File: src/rtl/axil_pkg.sv
// Shared AXI4-Lite slice definitions: protection width and the 2-entry buffer occupancy states.
package axil_pkg;

    localparam int unsigned AXIL_PROT_W = 3;

    typedef enum logic [1:0] {
        EMPTY = 2'd0,
        ONE   = 2'd1,
        TWO   = 2'd2
    } slice_state_t;

endpackage

File: src/rtl/axil_skid_buffer.sv
// Full-throughput 2-entry register slice with a registered upstream ready.
// i_accept_en lets the parent block new uploads without touching the downstream side.
module axil_skid_buffer
    import axil_pkg::*;
#(
    parameter int unsigned DATA_WIDTH = 32
) (
    input  logic                  i_clk,
    input  logic                  i_rst_n,
    input  logic                  i_valid,
    output logic                  o_ready,
    input  logic [DATA_WIDTH-1:0] i_data,
    output logic                  o_valid,
    input  logic                  i_ready,
    output logic [DATA_WIDTH-1:0] o_data,
    input  logic                  i_accept_en
);

    slice_state_t          r_state;
    slice_state_t          w_state_d;
    logic [DATA_WIDTH-1:0] r_main;
    logic [DATA_WIDTH-1:0] r_skid;
    logic                  r_ready;
    logic                  w_in_hs;
    logic                  w_out_hs;
    logic                  w_load_main_in;
    logic                  w_load_main_skid;
    logic                  w_load_skid;

    assign w_in_hs  = i_valid & r_ready;
    assign w_out_hs = o_valid & i_ready;
    assign o_valid  = (r_state != EMPTY);
    assign o_ready  = r_ready;
    assign o_data   = r_main;

    always_comb begin
        w_state_d        = r_state;
        w_load_main_in   = 1'b0;
        w_load_main_skid = 1'b0;
        w_load_skid      = 1'b0;
        unique case (r_state)
            EMPTY: begin
                if (w_in_hs) begin
                    w_state_d      = ONE;
                    w_load_main_in = 1'b1;
                end
            end
            ONE: begin
                if (w_in_hs && w_out_hs) begin
                    w_load_main_in = 1'b1;
                end else if (w_in_hs) begin
                    w_state_d   = TWO;
                    w_load_skid = 1'b1;
                end else if (w_out_hs) begin
                    w_state_d = EMPTY;
                end
            end
            TWO: begin
                // r_ready is low here, so no upload can arrive alongside the drain
                if (w_out_hs) begin
                    w_state_d        = ONE;
                    w_load_main_skid = 1'b1;
                end
            end
            default: w_state_d = EMPTY;
        endcase
    end

    always_ff @(posedge i_clk) begin
        if (!i_rst_n) begin
            r_state <= EMPTY;
            r_main  <= '0;
            r_skid  <= '0;
            r_ready <= 1'b0;
        end else begin
            r_state <= w_state_d;
            r_ready <= (w_state_d != TWO) && i_accept_en;
            if (w_load_main_in) begin
                r_main <= i_data;
            end else if (w_load_main_skid) begin
                r_main <= r_skid;
            end
            if (w_load_skid) begin
                r_skid <= i_data;
            end
        end
    end

endmodule

File: src/rtl/axil_ar_slice.sv
// AXI4-Lite read-address register slice carrying ARADDR/ARPROT, with an outstanding-read
// limiter driven by the monitored R handshake.
module axil_ar_slice
    import axil_pkg::*;
#(
    parameter int unsigned ADDR_WIDTH      = 32,
    parameter int unsigned MAX_OUTSTANDING = 4,
    parameter int unsigned CNT_WIDTH       = $clog2(MAX_OUTSTANDING + 1)
) (
    input  logic                   ACLK,
    input  logic                   ARESETn,
    input  logic                   s_arvalid,
    output logic                   s_arready,
    input  logic [ADDR_WIDTH-1:0]  s_araddr,
    input  logic [AXIL_PROT_W-1:0] s_arprot,
    output logic                   m_arvalid,
    input  logic                   m_arready,
    output logic [ADDR_WIDTH-1:0]  m_araddr,
    output logic [AXIL_PROT_W-1:0] m_arprot,
    input  logic                   m_rvalid,
    input  logic                   m_rready,
    output logic [CNT_WIDTH-1:0]   outstanding,
    output logic                   limit_hit,
    output logic                   err_underflow
);

    typedef struct packed {
        logic [ADDR_WIDTH-1:0]  addr;
        logic [AXIL_PROT_W-1:0] prot;
    } ar_payload_t;

    localparam int unsigned          PL_W    = $bits(ar_payload_t);
    localparam logic [CNT_WIDTH-1:0] MAX_CNT = CNT_WIDTH'(MAX_OUTSTANDING);

    ar_payload_t          w_s_pl;
    ar_payload_t          w_m_pl;
    logic                 w_s_hs;
    logic                 w_r_hs;
    logic                 w_accept_en;
    logic [CNT_WIDTH-1:0] w_cnt_d;
    logic                 w_err_d;
    logic [CNT_WIDTH-1:0] r_cnt;
    logic                 r_limit;
    logic                 r_err;

    assign w_s_pl        = {s_araddr, s_arprot};
    assign m_araddr      = w_m_pl.addr;
    assign m_arprot      = w_m_pl.prot;
    assign w_s_hs        = s_arvalid & s_arready;
    assign w_r_hs        = m_rvalid & m_rready;
    assign outstanding   = r_cnt;
    assign limit_hit     = r_limit;
    assign err_underflow = r_err;

    axil_skid_buffer #(
        .DATA_WIDTH (PL_W)
    ) u_skid (
        .i_clk       (ACLK),
        .i_rst_n     (ARESETn),
        .i_valid     (s_arvalid),
        .o_ready     (s_arready),
        .i_data      (w_s_pl),
        .o_valid     (m_arvalid),
        .i_ready     (m_arready),
        .o_data      (w_m_pl),
        .i_accept_en (w_accept_en)
    );

    always_comb begin
        w_cnt_d = r_cnt;
        w_err_d = r_err;
        if (w_r_hs && (r_cnt == '0)) begin
            w_err_d = 1'b1;
        end
        // A completion with nothing in flight is flagged, never allowed to wrap the counter
        if (w_s_hs && !w_r_hs) begin
            w_cnt_d = r_cnt + 1'b1;
        end else if (!w_s_hs && w_r_hs && (r_cnt != '0)) begin
            w_cnt_d = r_cnt - 1'b1;
        end
        w_accept_en = (w_cnt_d < MAX_CNT);
    end

    always_ff @(posedge ACLK) begin
        if (!ARESETn) begin
            r_cnt   <= '0;
            r_limit <= 1'b0;
            r_err   <= 1'b0;
        end else begin
            r_cnt   <= w_cnt_d;
            r_limit <= (w_cnt_d == MAX_CNT);
            r_err   <= w_err_d;
        end
    end

endmodule

File: config.mk
export PLATFORM = sky130hd
export DESIGN_NAME = axil_ar_slice
export DESIGN_NICKNAME = d
export VERILOG_FILES = /design/src/rtl/axil_pkg.sv /design/src/rtl/axil_skid_buffer.sv /design/src/rtl/axil_ar_slice.sv
export SDC_FILE = /design/constraint.sdc
export NUM_CORES = 1
export LEC_CHECK = 0
export CORE_ASPECT_RATIO = 0.8
export CORE_UTILIZATION = 45
export DETAILED_ROUTE_END_ITERATION = 6
export PLACE_DENSITY = 0.76
export SKIP_LAST_GASP = 1
export SYNTH_ARGS = -nofsm -noshare
export SYNTH_HDL_FRONTEND = slang
export SYNTH_SLANG_ARGS = --single-unit
File: constraint.sdc
create_clock -name ACLK -period 1.6 [get_ports ACLK]
set_clock_uncertainty 0.2 [all_clocks]
set_input_delay 0.32 -clock ACLK [delete_from_list [all_inputs] [get_ports ACLK]]
set_output_delay 0.32 -clock ACLK [all_outputs]
set_load 0.005 [all_outputs]
==> results.py, run 1 <==
metrics = {
    "grt": {
        "grt_max_degree": 41,
        "gr-total-overflow": 0,
        "grt_util_all_layers_pct": 20.2,
        "grt_pass1_vias": 2648,
        "grt_pass1_wl_um": 12500,
        "antenna_found_initial": 0,
    },
    "floorplanning": {
        "rows": 28,
        "initial_core_util_pct": 46.6,
        "io_pins": 83,
        "core_area_sq_mm": 0.00739,
        "die_x_um": 99.8,
        "dieHeight_um": 80.3,
        "die_area_sq_mm": 0.00801,
    },
    "clocking": {
        "cts_htree_levels": 3,
        "cts_made_buffers": 9,
        "root_buffer": "clkbuf_8",
        "cts_max_path_buffers": 2,
        "postCtsHoldBufs": 0,
        "clkSlewWorstSetupHoldPaths_ns": 0.10,
        "clock_sinks": 78,
        "insertion_delay_ns": 0.35,
        "tritoncts": "done",
    },
    "place": {
        "placed_cells": 544,
        "place_congestion": 0.789,
        "dp_hpwl_um": 4840,
        "placed_area_sq_mm": 0.00446,
        "io_buffer_count": 82,
    },
    "drt": {
        "ant_nets": 0,
        "avgViaCountPerCell": 5.27,
        "initialDrtViolationCount": 110,
        "drc_errors": 0,
        "vias": 3084,
        "dr.pass1.iters": 4,
        "wl_per_cell_um": 17.2,
        "wirelength_um": 10100,
    },
    "logic_synthesis": {
        "yosys_warnings": 0,
        "yosys.area.top_type": "dfxtp_1",
        "synth_nets": 408,
        "syn_area_per_cell_sq_um": 9.47,
        "synthCells": 364,
        "netlist_area_sq_mm": 0.00345,
        "synth-seq-area-share_pct": 45.3,
        "ys_ff_latch": 78,
        "synth.top_cell.area_share_pct": 45.3,
        "ys_types": 39,
        "synth_top_cells_by_area": "dfxtp_1, nand2_1, mux2i_1",
    },
    "sta": {
        "final-setup-viol-count": 42,
        "fin_ws_ns": -0.146,
        "finalCritPeriodShare_pct": 109,
        "worst_hold_slack_ns": 0.0852,
        "timing.slew.headroom_pct": 73.4,
        "fmax_ghz": 0.573,
        "rsz0062_at_grt": "yes",
        "finalCriticalPeriod_ns": 1.75,
        "drv_slew": 0,
        "tightest_slew_ns": 0.399,
        "hold_viol": 0,
    },
    "worst_hold_path": {
        "min_path_cells": 2,
        "hold_class": "in2reg",
    },
    "layout": {
        "fillers": 569,
        "syn_to_final_growth_pct": 51.6,
        "drive_gt1_share_pct": 25.6,
        "fin_cells": 585,
        "final_area_sq_mm": 0.00522,
        "antenna_cells": 0,
        "layout.nets": 519,
    },
    "setup_path": {
        "startpoint_type": "flop",
        "cp_max_fo": 4,
        "arrival_ns": 1.82,
        "cp.required_ns": 1.68,
        "critPathKind": "reg2reg",
        "crit_path_end_kind": "flop",
        "rr_worst_depth": 6,
    },
    "power": {
        "ir_worst_vdd_uv": 646,
        "p_per_area_mw_per_mm2": 990,
        "p_leak_nw": 2.78,
    },
    "run_status": {
        "outcome": "finished, violations left",
        "violations": "setup timing",
    },
    "run": {
        "maxCapViolCount": 0,
    },
}
-- worst max-delay path, stage by stage, from the launching register on --
cell     delay [ns]
dfxtp_2        0.33
inv_2          0.07
ha_4           0.12
nor2b_4        0.21
nor3_4         0.08
or4_1          0.47
a32oi_1        0.18
-- metrics by stage --
| stage | TNS (ns) | util [%] | total power, W | setup WS, ns |
|---|---|---|---|---|
| after floorplan | -0.0593 | - | 0.00283 | -0.0581 |
| after detailed placement | -28.75 | 60.4 | 0.00342 | -0.446 |
| final | -2.89 | 70.7 | 0.00517 | -0.146 |
| after global placement | -28.08 | 60.4 | 0.00339 | -0.419 |
| after CTS | -0.309 | 64.7 | 0.00495 | -0.169 |
| after global routing | -5.68 | 70.7 | 0.00540 | -0.199 |
-- state kept, by name, indices dropped and copies added (netlist names) --
name and flops:
u_skid.o_data 35, u_skid.r_state 2, limit_hit 1, u_skid.o_ready 1
err_underflow 1, outstanding 3, u_skid.r_skid 35
-- synth_stat cells (all sizes together) --
library cell,count
a31oi,1
or4,1
o311a,1
inv,2
and3,2
o21a,1
mux2i,36
and2,2
o22ai,1
nor3b,1
a21oi,3
dfxtp,78
nand3b,2
buf,18
o211a,35
a21boi,35
nor2b,3
or3,3
or2,1
and3b,1
ha,3
a32oi,1
nand2,110
nand3,3
clkbuf,8
o21ai,6
nand2b,2
nor3,2
nor4b,1
nor2,1
-- per-layer routing --
layer	routed length (um)	track usage, %	vias to the layer above
met4	95	6.32	0
met3	698	5.22	9
li1	-	-	1487
met5	0	0	-
met2	4940	34.7	111
met1	4330	24.7	1477
-- path summary, 6_finish.rpt --
path	slack [ns]	endpoint	startpoint
setup / recovery	-0.15	limit_hit	outstanding[1]
hold / removal	0.09	outstanding[1]	ARESETn
setup reg to reg	-0.15	limit_hit	outstanding[1]
hold reg to reg	0.26	u_skid.r_skid[34]	u_skid.r_skid[34]
-- cell usage in the layout, fill, tap and decap left out, types with 2 or more instances in the layout --
cell type and instances:
buf_8 4, nand3_1 3, buf_4 15, buf_6 8, nand3b_1 2, ha_1 2
nor3_4 2, nand2_4 4, dfxtp_4 3, a21boi_0 3, nor2b_1 2, nand2_1 101
inv_6 4, clkdlybuf4s15_1 2, o21ai_0 6, and3_4 2, a21boi_2 3, a21oi_1 2
nand2_2 4, dfxtp_2 29, dfxtp_1 46, dlygate4sd2_1 40, o211a_1 35, clkbuf_8 9
a21boi_1 29, nand2b_4 2, mux2i_1 36, clkbuf_16 10, clkdlybuf4s50_1 37, or3_1 2
buf_12 6
-- repair_timing --
item / in CTS / in global routing
setup endpoints to repair: 86 / 77
setup buffers: 6 / 5
gates resized for setup: 83 / 38
gates cloned: 2 / 15
pin swaps: 4 / 17
endpoints found under the hold margin: 0 / 0
-- area by class of cell --
class / instances / area [sq um] / share of cell area (%)
clock inverter: 7 / 83.8 / 1.60
clock buffer: 9 / 124 / 2.37
timing repair buffer: 126 / 1420 / 27.3
multi-input combinational: 258 / 1840 / 35.3
sequential: 78 / 1610 / 30.8
inverter: 2 / 10.0 / 0.192
tap: 105 / 131 / 2.51
-- cell families (layout without fill, tap and decap cells) --
family | Yosys count | after routing | share of synthesized area (%)
simple gates | 135 | 135 | 17.8
buf+inv | 28 | 144 | 5.05
fa+ha+maj | 3 | 3 | 1.09
compound gates | 84 | 84 | 20.3
mux | 36 | 36 | 10.5
flops | 78 | 78 | 45.3
-- power by group --
| group | total [W] | internal, W | switching (W) |
|---|---|---|---|
| Sequential | 0.00221 | 0.00212 | 0.0000907 |
| Combinational | 0.00139 | 0.000781 | 0.000606 |
| Clock | 0.00157 | 0.000754 | 0.000816 |
| Total | 0.00517 | 0.00366 | 0.00151 |
Note: power is estimated with default switching activity, not from simulation.
==> run 2, diff against run 1 <==
CORE_MARGIN = 2   (was not set)
CTS_BUF_LIST = sky130_fd_sc_hd__clkbuf_8   (was not set)
==> results.py, run 2 (synthesized netlist as in run 1, its figures left out) <==
metrics = {
    "run_status": {
        "outcome": "finished, violations left",
        "violations": "setup timing",
    },
    "grt": {
        "gr-total-overflow": 0,
        "antenna_found_initial": 0,
        "grt_max_degree": 35,
        "grt_pass1_vias": 2694,
        "grt_util_all_layers_pct": 20.6,
        "grt_pass1_wl_um": 13100,
    },
    "power": {
        "seq_power_share_pct": 44.6,
        "p_clk_share_pct": 28.7,
        "internal_power_w": 0.00359,
        "ir_worst_vdd_uv": 558,
        "p_leak_nw": 2.69,
        "switching_power_w": 0.00135,
        "sw_frac_of_total_pct": 27.4,
        "p_comb_share_pct": 26.7,
        "p_per_area_mw_per_mm2": 976,
    },
    "worst_hold_path": {
        "hp-start": "ARESETn",
        "whs_endpoint": "outstanding[2]",
        "hold_class": "in2reg",
        "min_path_cells": 4,
    },
    "setup_path": {
        "cp.required_ns": 1.67,
        "timing.rr.start": "outstanding[0]",
        "cp_cell_sequence": "clkdlybuf4s50_1, nand2_1, buf_4, nor3_4, or4_1, a32oi_1",
        "cp_slowest_cell": "or4_1",
        "crit_path_end_kind": "flop",
        "arrival_ns": 1.83,
        "max_stage_delay_ns": 0.52,
        "startpoint_type": "primary input",
        "cp_max_fo": 4,
        "r2r_slack_ns": -0.16,
        "rr_worst_depth": 6,
        "crit_buf_inv": 2,
        "critical_path.top_delay_family": "simple AND/OR/NAND/NOR gates",
        "critPathKind": "in2reg",
        "r2r_end": "limit_hit",
    },
    "clocking": {
        "postCtsHoldBufs": 0,
        "clock_sinks": 78,
        "tritoncts": "done",
        "cts_made_buffers": 9,
        "cts_max_path_buffers": 2,
        "cts_htree_levels": 3,
        "clkSlewWorstSetupHoldPaths_ns": 0.08,
        "insertion_delay_ns": 0.34,
        "root_buffer": "clkbuf_8",
    },
    "floorplanning": {
        "initial_core_util_pct": 46.4,
        "dieHeight_um": 82.3,
        "core_area_sq_mm": 0.00743,
        "die_x_um": 102,
        "io_pins": 83,
        "rows": 28,
        "die_area_sq_mm": 0.00838,
    },
    "layout": {
        "fin_cells": 588,
        "final_common_cell": "nand2_1",
        "syn_to_final_growth_pct": 46.8,
        "drive_gt1_share_pct": 22.8,
        "antenna_cells": 0,
        "layout.nets": 523,
        "fillers": 647,
        "mostFrequentLayoutCells": "nand2_1, dfxtp_1, dlygate4sd2_1, clkdlybuf4s50_1, mux2i_1",
    },
    "sta": {
        "hold_viol": 0,
        "finalCritPeriodShare_pct": 110,
        "rsz0062_at_grt": "yes",
        "final-setup-viol-count": 15,
        "fmax_ghz": 0.569,
        "finalCriticalPeriod_ns": 1.76,
        "worst_hold_slack_ns": 0.176,
        "tightest_slew_ns": 0.339,
        "drv_slew": 0,
        "timing.slew.headroom_pct": 77.3,
        "fin_ws_ns": -0.159,
    },
    "place": {
        "placed_cells": 550,
        "dp_hpwl_um": 5230,
        "io_buffer_count": 82,
        "place_congestion": 0.755,
    },
    "run": {
        "maxCapViolCount": 0,
    },
    "drt": {
        "ant_nets": 0,
        "avgViaCountPerCell": 5.16,
        "wl_per_cell_um": 15.1,
        "drc_errors": 0,
        "initialDrtViolationCount": 115,
        "vias": 3037,
        "wirelength_um": 8880,
        "dr.pass1.iters": 5,
    },
}
## run 2: worst register-to-register path, stage by stage, from the launching register on
cell     delay (ns)
dfxtp_4        0.36
inv_4          0.06
ha_4           0.11
nor2b_4        0.16
nor3_4         0.06
or4_1          0.52
a32oi_1        0.21
## run 2: timing repair
action / CTS / global route
pin swaps: 7 / 22
resized for setup: 87 / 18
endpoints found under the hold margin: 0 / 0
cloned: 4 / 4
setup endpoints to repair: 81 / 73
buffers inserted: 12 / 6
## run 2: layout make-up
type	count	area (sq um)	share of cell area (%)
Inverter	2	10.0	0.198
Sequential cell	78	1600	31.6
Timing Repair Buffer	130	1350	26.6
Clock buffer	9	124	2.45
Tap cell	105	131	2.60
Clock inverter	6	63.8	1.26
Multi-Input combinational cell	258	1790	35.3
## run 2: per-layer routing
metal | GRT usage [%] | share of wire, %
met5 | 0 | 0
met4 | 4.80 | 1.3
met3 | 5.56 | 4.2
met2 | 36.4 | 50
met1 | 25.2 | 44
## run 2: how the worst max path moves through the flow
stage / startpoint / endpoint / slack [ns] / cells past startpoint
floorplan: outstanding[0] / limit_hit / -0.06 / 6
global placement: s_arvalid / limit_hit / -0.39 / 5
CTS: outstanding[1] / limit_hit / -0.13 / 6
global route: outstanding[0] / limit_hit / -0.21 / 6
detailed placement: m_rvalid / limit_hit / -0.48 / 6
finish: m_rvalid / limit_hit / -0.16 / 6
## run 2: power by group through the flow
stage                     clock [W]  sequential, W  combinational (W)
after floorplan                   0        0.00226           0.000570
after global placement            0        0.00224            0.00117
after detailed placement          0        0.00225            0.00119
after CTS                   0.00146        0.00220            0.00122
after global routing        0.00153        0.00222            0.00144
final                       0.00142        0.00220            0.00132
## run 2: stage by stage
| stage | setup WS [ns] | util, % | TNS [ns] | instance area [sq um] | power, W |
|---|---|---|---|---|---|
| 2_1_floorplan | -0.0581 | - | -0.0593 | 3470 | 0.00283 |
| 6_report | -0.159 | 68.1 | -0.606 | 5060 | 0.00494 |
| 4_1_cts | -0.131 | 65.9 | -1.68 | 4890 | 0.00489 |
| 3_3_place_gp | -0.392 | 60.5 | -25.77 | 4490 | 0.00341 |
| 3_5_place_dp | -0.481 | 60.5 | -27.15 | 4490 | 0.00344 |
| 5_1_grt | -0.210 | 68.1 | -4.45 | 5060 | 0.00519 |
==> run 3, diff against run 2 <==
DONT_BUFFER_PORTS = 1   (was not set)
PLACE_DENSITY = not set   (was 0.76)
==> results.py, run 3 (synthesized netlist as in run 1, its figures left out) <==
metrics = {
    "sta": {
        "final-setup-viol-count": 5,
        "rsz0062_at_grt": "yes",
        "tightest_slew_ns": 0.262,
        "worst_hold_slack_ns": -0.100,
        "drv_slew": 0,
        "hold_viol": 76,
        "finalCriticalPeriod_ns": 1.70,
        "fin_ws_ns": -0.102,
        "setup_tns_ns": -0.218,
        "finalCritPeriodShare_pct": 106,
        "fmax_ghz": 0.588,
        "timing.slew.headroom_pct": 82.5,
    },
    "drt": {
        "ant_nets": 0,
        "avgViaCountPerCell": 5.20,
        "initialDrtViolationCount": 83,
        "dr.pass1.iters": 5,
        "vias": 2713,
        "drc_errors": 0,
        "wirelength_um": 7880,
        "wl_per_cell_um": 15.1,
    },
    "place": {
        "dp_hpwl_um": 4670,
        "placed_area_sq_mm": 0.00370,
        "placed_cells": 463,
        "io_buffer_count": 0,
        "place_congestion": 0.739,
        "dp_slack_ns": -0.0814,
    },
    "clocking": {
        "root_buffer": "clkbuf_8",
        "cts_max_path_buffers": 2,
        "clkSlewWorstSetupHoldPaths_ns": 0.08,
        "clock_sinks": 78,
        "cts_htree_levels": 3,
        "insertion_delay_ns": 0.35,
        "postCtsHoldBufs": 36,
        "cts_made_buffers": 9,
        "tritoncts": "done",
    },
    "floorplanning": {
        "rows": 28,
        "io_pins": 83,
        "core_area_sq_mm": 0.00743,
        "die_x_um": 102,
        "die_area_sq_mm": 0.00838,
        "initial_core_util_pct": 46.4,
        "dieHeight_um": 82.3,
    },
    "power": {
        "ir_worst_vdd_uv": 668,
        "p_per_area_mw_per_mm2": 1090,
        "p_leak_nw": 2.29,
    },
    "grt": {
        "grt_pass1_vias": 2486,
        "grt_pass1_wl_um": 12100,
        "grt_util_all_layers_pct": 18.6,
        "antenna_found_initial": 0,
        "gr-total-overflow": 0,
        "grt_max_degree": 79,
    },
    "layout": {
        "final_common_cell": "nand2_1",
        "layout.nets": 458,
        "fin_cells": 522,
        "antenna_cells": 0,
        "mostFrequentLayoutCells": "nand2_1, dfxtp_1, mux2i_1, dlygate4sd3_1, o211a_1",
        "fillers": 662,
        "drive_gt1_share_pct": 15.3,
        "final_area_sq_mm": 0.00447,
        "syn_to_final_growth_pct": 29.8,
    },
    "run_status": {
        "outcome": "finished, violations left",
        "violations": "hold timing, setup timing",
    },
    "setup_path": {
        "arrival_ns": 1.78,
        "crit_path_end_kind": "flop",
        "crit_start": "outstanding[0]",
        "timing.rr.start": "outstanding[0]",
        "cp.required_ns": 1.68,
        "rr_worst_depth": 6,
        "cp_max_fo": 3,
        "startpoint_type": "flop",
        "critPathKind": "reg2reg",
        "r2r_end": "limit_hit",
        "r2r_slack_ns": -0.10,
        "critPathCapture": "limit_hit",
    },
    "worst_hold_path": {
        "hold_class": "in2reg",
    },
    "run": {
        "maxCapViolCount": 0,
    },
}
-- run 3: cell count changes in the layout (fill, tap and decap cells not counted), sizes merged --
cell and delta:
clkdlybuf4s50 -37, buf -20, clkinv -1, bufinv +2
clkbuf -2, clkinvlp -2, dlygate4sd3 +36, clkdlybuf4s15 -2
dlygate4sd2 -40
-- run 3: timing repair --
action	in CTS	in global routing
resized for setup	4	11
gates cloned	0	4
pin swaps	1	38
setup buffers	2	3
endpoints found under the hold margin	78	76
setup endpoints to repair	4	62
-- run 3: worst min path at each step --
stage / depth (start not counted) / endpoint / start / slack [ns]
5_1_grt: 1 / u_skid.o_data[32] / ARESETn / -0.12
2_1_floorplan: 1 / u_skid.r_state[1] / m_arready / 0.20
3_5_place_dp: 1 / u_skid.r_state[1] / m_arready / 0.20
3_3_place_gp: 1 / u_skid.r_state[1] / m_arready / 0.20
4_1_cts: 1 / u_skid.o_data[28] / ARESETn / -0.12
6_report: 1 / u_skid.o_data[32] / ARESETn / -0.10
-- run 3: per-layer routing --
layer  share of wire [%]  global-route usage, %
met3                 6.3                   5.98
met5                   0                      0
met2                  45                   30.3
met4                 1.4                   6.53
met1                  47                   23.4
-- run 3: through the flow --
stage          power, W  utilization [%]
2_1_floorplan   0.00283                -
3_3_place_gp    0.00305             49.9
3_5_place_dp    0.00308             49.9
4_1_cts         0.00488             58.0
5_1_grt         0.00512             60.2
6_report        0.00488             60.2
-- run 3: power breakdown --
group	internal (W)	switching (W)	leakage [nW]	total, W
sequential	0.00211	0.000122	0.638	0.00223
combinational	0.000527	0.000413	1.54	0.000940
clock	0.00101	0.000695	0.115	0.00171
-- run 3: layout make-up --
type | instances | area, sq um | area share, %
Clock buffer | 9 | 124 | 2.77
Multi-Input combinational cell | 258 | 1760 | 39.3
Sequential cell | 78 | 1570 | 35.1
Inverter | 2 | 10.0 | 0.224
Timing Repair Buffer | 65 | 782 | 17.5
Tap cell | 105 | 131 | 2.94
Clock inverter | 5 | 100 | 2.24
-- run 3: critical path, cell delays in order (launching register included) --
cell and delay (ns):
dfxtp_4 0.35, inv_4 0.05, ha_4 0.11, nor2b_4 0.20, nor3_4 0.07, or4_1 0.48, a32oi_1 0.17
